File: src/rtl/rshift_pkg.sv
// Shared types and default sizing for the sequential right-shift divider.
// Optional rounding of the final quotient is enabled by defining RSHIFT_ROUND_EN.
// Holds the FSM state encoding plus default operand and shift-amount widths.
package rshift_pkg;

  // Default operand width; matches the output of the left-shift stage.
  localparam int RSH_WIDTH = 9;
  // Default shift-amount width; amounts run 0..2^SHW-1.
  localparam int RSH_SHW = 4;

  typedef enum logic [1:0] {
    IDLE  = 2'd0,
    SHIFT = 2'd1,
    DONE  = 2'd2
  } state_t;

endpackage

File: src/rtl/rshift1.sv
// Single-bit combinational right shift with an explicit fill bit.
// Latency: zero cycles; pure combinational logic.
// No flow control: the output follows the inputs directly.
module rshift1 #(
  parameter int WIDTH = 9
) (
  input  logic [WIDTH-1:0] val,
  input  logic             fill,
  output logic [WIDTH-1:0] shifted,
  output logic             bit_out
);

  // Fill bit enters at the MSB; the LSB falls off and is reported separately.
  assign shifted = {fill, val[WIDTH-1:1]};
  assign bit_out = val[0];

endmodule

File: src/rtl/rshift_div2n.sv
// Sequential divide-by-2^amt: one bit per clock, reports the quotient, top-aligned fraction bits and a sticky bit.
// Latency: amt+1 cycles from the start edge to the done pulse (1 cycle when amt=0). RSHIFT_ROUND_EN adds half-up rounding.
// Backpressure: none; start is only sampled in IDLE and is ignored (not queued) while busy.
module rshift_div2n
  import rshift_pkg::*;
#(
  parameter int WIDTH = RSH_WIDTH,
  parameter int SHW   = RSH_SHW
) (
  input  logic             clk,
  input  logic             rst_n,
  input  logic             start,
  input  logic [WIDTH-1:0] in,
  input  logic [SHW-1:0]   amt,
  input  logic             arith,
  output logic             busy,
  output logic             done,
  output logic [WIDTH-1:0] out,
  output logic [WIDTH-1:0] rem,
  output logic             sticky
);

  state_t           state_q, state_d;
  logic [WIDTH-1:0] out_q, out_d;
  logic [WIDTH-1:0] rem_q, rem_d;
  logic             sticky_q, sticky_d;
  logic [SHW-1:0]   count_q, count_d;
  logic             mode_q, mode_d;

  logic [WIDTH-1:0] sh_val;
  logic             sh_bit;
  logic             last_shift;

  // Single datapath stage; sign-fill only in arithmetic mode.
  rshift1 #(
    .WIDTH (WIDTH)
  ) u_rshift1 (
    .val     (out_q),
    .fill    (mode_q & out_q[WIDTH-1]),
    .shifted (sh_val),
    .bit_out (sh_bit)
  );

  assign last_shift = (count_q == SHW'(1));

  // Next-state and working-register update for the IDLE/SHIFT/DONE sequence.
  always_comb begin
    state_d  = state_q;
    out_d    = out_q;
    rem_d    = rem_q;
    sticky_d = sticky_q;
    count_d  = count_q;
    mode_d   = mode_q;
    case (state_q)
      IDLE: begin
        if (start) begin
          out_d    = in;
          rem_d    = '0;
          sticky_d = 1'b0;
          count_d  = amt;
          mode_d   = arith;
          state_d  = (amt != '0) ? SHIFT : DONE;
        end
      end
      SHIFT: begin
        out_d    = sh_val;
        rem_d    = {sh_bit, rem_q[WIDTH-1:1]};
        sticky_d = sticky_q | sh_bit;
        count_d  = count_q - SHW'(1);
`ifdef RSHIFT_ROUND_EN
        // Round half up on the last edge: add back the bit leaving on that edge.
        if (last_shift) begin
          out_d = sh_val + {{(WIDTH-1){1'b0}}, sh_bit};
        end
`endif
        if (last_shift) begin
          state_d = DONE;
        end
      end
      DONE: begin
        state_d = IDLE;
      end
      default: begin
        state_d = IDLE;
      end
    endcase
  end

  // State and working registers with synchronous active-low reset.
  always_ff @(posedge clk) begin
    if (!rst_n) begin
      state_q  <= IDLE;
      out_q    <= '0;
      rem_q    <= '0;
      sticky_q <= 1'b0;
      count_q  <= '0;
      mode_q   <= 1'b0;
    end else begin
      state_q  <= state_d;
      out_q    <= out_d;
      rem_q    <= rem_d;
      sticky_q <= sticky_d;
      count_q  <= count_d;
      mode_q   <= mode_d;
    end
  end

  assign busy   = (state_q != IDLE);
  assign done   = (state_q == DONE);
  assign out    = out_q;
  assign rem    = rem_q;
  assign sticky = sticky_q;

endmodule

File: config.mk
export PLATFORM = sky130hd
export DESIGN_NAME = rshift_div2n
export DESIGN_NICKNAME = d
export VERILOG_FILES = /design/src/rtl/rshift_pkg.sv /design/src/rtl/rshift1.sv /design/src/rtl/rshift_div2n.sv
export SDC_FILE = /design/constraint.sdc
export NUM_CORES = 1
export LEC_CHECK = 0
export ABC_AREA = 1
export ABC_CLOCK_PERIOD_IN_PS = 3350
export CORE_MARGIN = 4
export CORE_UTILIZATION = 30
export DETAILED_ROUTE_END_ITERATION = 8
export SYNTH_ARGS = -nofsm -noshare
export SYNTH_HDL_FRONTEND = slang
export SYNTH_SLANG_ARGS = --single-unit
File: constraint.sdc
create_clock -name clk -period 3.35 [get_ports clk]
set_input_delay 0.67 -clock clk [delete_from_list [all_inputs] [get_ports clk]]
set_output_delay 0.67 -clock clk [all_outputs]
set_load 0.05 [all_outputs]
==> impl_metrics.yaml <==
status:
  run_status: "complete, no violations"
final_layout:
  design_area_um2: 1640
  syn_to_final_growth_pct: 39.0
  multi_input_area_um2: 533
  nFillCells: 402
  antenna_cells: 0
  final_cell_mix: "50 x nand2_1, 37 x clkdlybuf4s50_1, 26 x dfxtp_1"
  final_common_cell: "nand2_1"
  regArea_um2: 520
  layout-drive-gt1-share_pct: 8.00
  nNetsFinal: 220
synthesis:
  ys_warn_count: 0
  yosys.area.top_type: "dfxtp_1"
  syn_nets: 183
  synth_top_area_share_pct: 44.3
  syn-cell-area_um2: 1180
  synth_top_family_by_area: "simple AND/OR/NAND/NOR gates"
  yosys-top-cells-area: "dfxtp_1 44%, nand2_1 16%, a21oi_1 9.8%, nor2_1 4.5%, nand3_1 4.3%"
  ys_types: 24
  synth.area.mux_share_pct: 0
  yosys.area_share.adder_pct: 2.13
  synth-seq-cells: 26
  synthXorXnorAreaFrac_pct: 0.745
  synth_simple_gate_area_share_pct: 28.8
  seq_area_frac_synth_pct: 44.3
  synth_compound_gate_area_share_pct: 13.6
  avgSynthCellArea_um2: 7.17
  syn_inst: 164
sta:
  grt_setup_unrepaired: "no"
  period_minus_slack_ns: 2.36
  worst_slack_ns: 0.990
  slew_headroom_pct: 66.0
  hold_viol: 0
  tightest_slew_ns: 0.507
  finalClockSkew_ns: 0.00231
  max_freq_ghz: 0.424
  fin_crit_sh_pct: 70.5
  fin_setup_tns_ns: 0
  setup_viol: 0
  drv_slew: 0
critical_path:
  critPathKind: "register to primary output"
  rr_worst_depth: 6
  reg2reg_to: "state_q[1]$_SDFFE_PN0P_"
  crit_start: "state_q[0]$_SDFFE_PN0P_"
  crit_path_start_kind: "register"
  path_cells: "inv_1 > nand2_1 > clkdlybuf4s50_1"
  r2r_slack_ns: 2.13
  cp.required_ns: 2.68
  worstReg2RegStart: "state_q[1]$_SDFFE_PN0P_"
  crit_arrival_ns: 1.69
  cp_slowest_cell: "clkdlybuf4s50_1"
  crit_path_max_incr_delay_ns: 0.79
  end_kind: "primary output"
  critPathMaxFanout: 5
  endpoint: "busy"
pwr:
  p_total_uw: 811
  power_density_nw_per_um2: 496
  leakage_uw: 0.000631
  ir_drop_uv: 200
floorplanning:
  coreArea_um2: 3720
  rows: 22
  die-area_um2: 4990
  die-height_um: 70.6
  die_w_um: 70.6
  io-pin-count: 38
  initial_utilization_pct: 31.6
routing:
  antenna_left: 0
  vias_per_cell: 4.48
  drc_errors: 0
  routed_wirelength_um: 2670
  wire_per_inst_um: 10.8
  drtPass1Iterations: 4
  vias: 1111
  drt_iter0_drc: 34
clocking:
  cts_hold_buf: 0
  cts_tree: "yes"
  cts_sinks: 26
  clk_pin_slew_ns: 0.09
  clk_latency_ns: 0.27
  cts_max_path_buffers: 2
  cts_max_level: 1
  cts_buffers: 3
  postCtsSetupBuffers: 0
  clockRootBuffer: "clkbuf_8"
  post_cts_resized: 0
hold_path:
  min_path_type: "register to register"
placement:
  place_congestion: 0.803
  pre_cts_ws_ns: 1.18
  io_buffers: 37
  hpwl_um: 1880
  placed_area_um2: 1560
global_routing:
  grt_max_degree: 24
  grt_overflow: 0
  grt_pass1_wl_um: 4470
  grt_usage_pct: 11.2
  grt_pass1_vias: 1016
  antenna_found_initial: 0
run:
  drv_cap: 0
-- layer usage --
metal  part of all wire [%]  global-route usage, %  wire length, um
met5                      0                      0                0
met2                     44                   18.5             1190
met3                    5.4                   3.41              143
met4                    1.5                   4.38               40
met1                     49                   13.6             1300
-- how the worst min path moves through the flow --
stage	end	slack, ns	depth (start not counted)	start
after CTS	rem[0]$_SDFFE_PN0P_	0.47	2	rem[0]$_SDFFE_PN0P_
after detailed placement	rem[0]$_SDFFE_PN0P_	0.46	2	rem[0]$_SDFFE_PN0P_
after global placement	rem[0]$_SDFFE_PN0P_	0.45	2	rem[0]$_SDFFE_PN0P_
final	rem[0]$_SDFFE_PN0P_	0.47	2	rem[0]$_SDFFE_PN0P_
after global routing	sticky$_SDFFE_PN0P_	0.49	2	sticky$_SDFFE_PN0P_
after floorplan	out[8]$_SDFFE_PN0P_	0.44	2	mode_q$_SDFFE_PN0P_
-- cells by family after synthesis --
family,Yosys count
fa+ha+maj,2
flops,26
simple gates,81
compound gates,30
buf+inv,24
xor+xnor,1
-- final cells by class --
class                   instances  area share, %
flip-flops and latches         26           31.8
repair buffers                 39           23.6
clock buffers                   3           2.52
clock inverters                 1           1.84
inverters                      17           3.98
multi-input cells             114           32.6
well taps                      48           3.67
-- registers in the layout, indices dropped and copies added, names as in the netlist --
register  cells
count_q       4
mode_q        1
out           9
rem           9
sticky        1
state_q       2
-- metrics by stage --
| step | hold slack (ns) | util, % | cells |
|---|---|---|---|
| detailed placement | 0.460 | 42.1 | 244 |
| CTS | 0.474 | 44.0 | 248 |
| finish | 0.467 | 44.0 | 248 |
| global placement | 0.453 | 42.1 | 244 |
| global route | 0.491 | 44.0 | 248 |
| floorplan | 0.438 | - | 164 |
-- report_power, final --
| group | internal [uW] | leakage, uW | switching, uW | total, uW |
|---|---|---|---|---|
| clock | 160 | 0.0000357 | 101 | 261 |
| combinational | 75.6 | 0.000383 | 126 | 201 |
| sequential | 330 | 0.000212 | 18.9 | 349 |
-- cell usage after synthesis --
| library cell | instances |
|---|---|
| a21oi_1 | 23 |
| nand3_1 | 10 |
| buf_1 | 1 |
| a21oi_2 | 1 |
| nor2_2 | 1 |
| o21ai_2 | 1 |
| nand2_1 | 50 |
| xor2_1 | 1 |
| ha_1 | 2 |
| nand2_2 | 1 |
| nor2_1 | 14 |
| buf_4 | 2 |
| clkinv_2 | 1 |
| and2_1 | 4 |
| clkinv_1 | 1 |
| o21ai_1 | 2 |
| buf_6 | 3 |
| nand2_4 | 1 |
| buf_2 | 1 |
| a211oi_1 | 1 |
| inv_1 | 11 |
| dfxtp_1 | 26 |
| o21ai_0 | 2 |
| inv_2 | 4 |
-- worst max-delay path: cells and delay by family, from the launching register on --
family / cells / cell delay [ns]
buffers and inverters: 2 / 0.88
DFF: 1 / 0.47
and+or+nand+nor: 1 / 0.06
No activity file was read; power rests on OpenSTA's default activity.
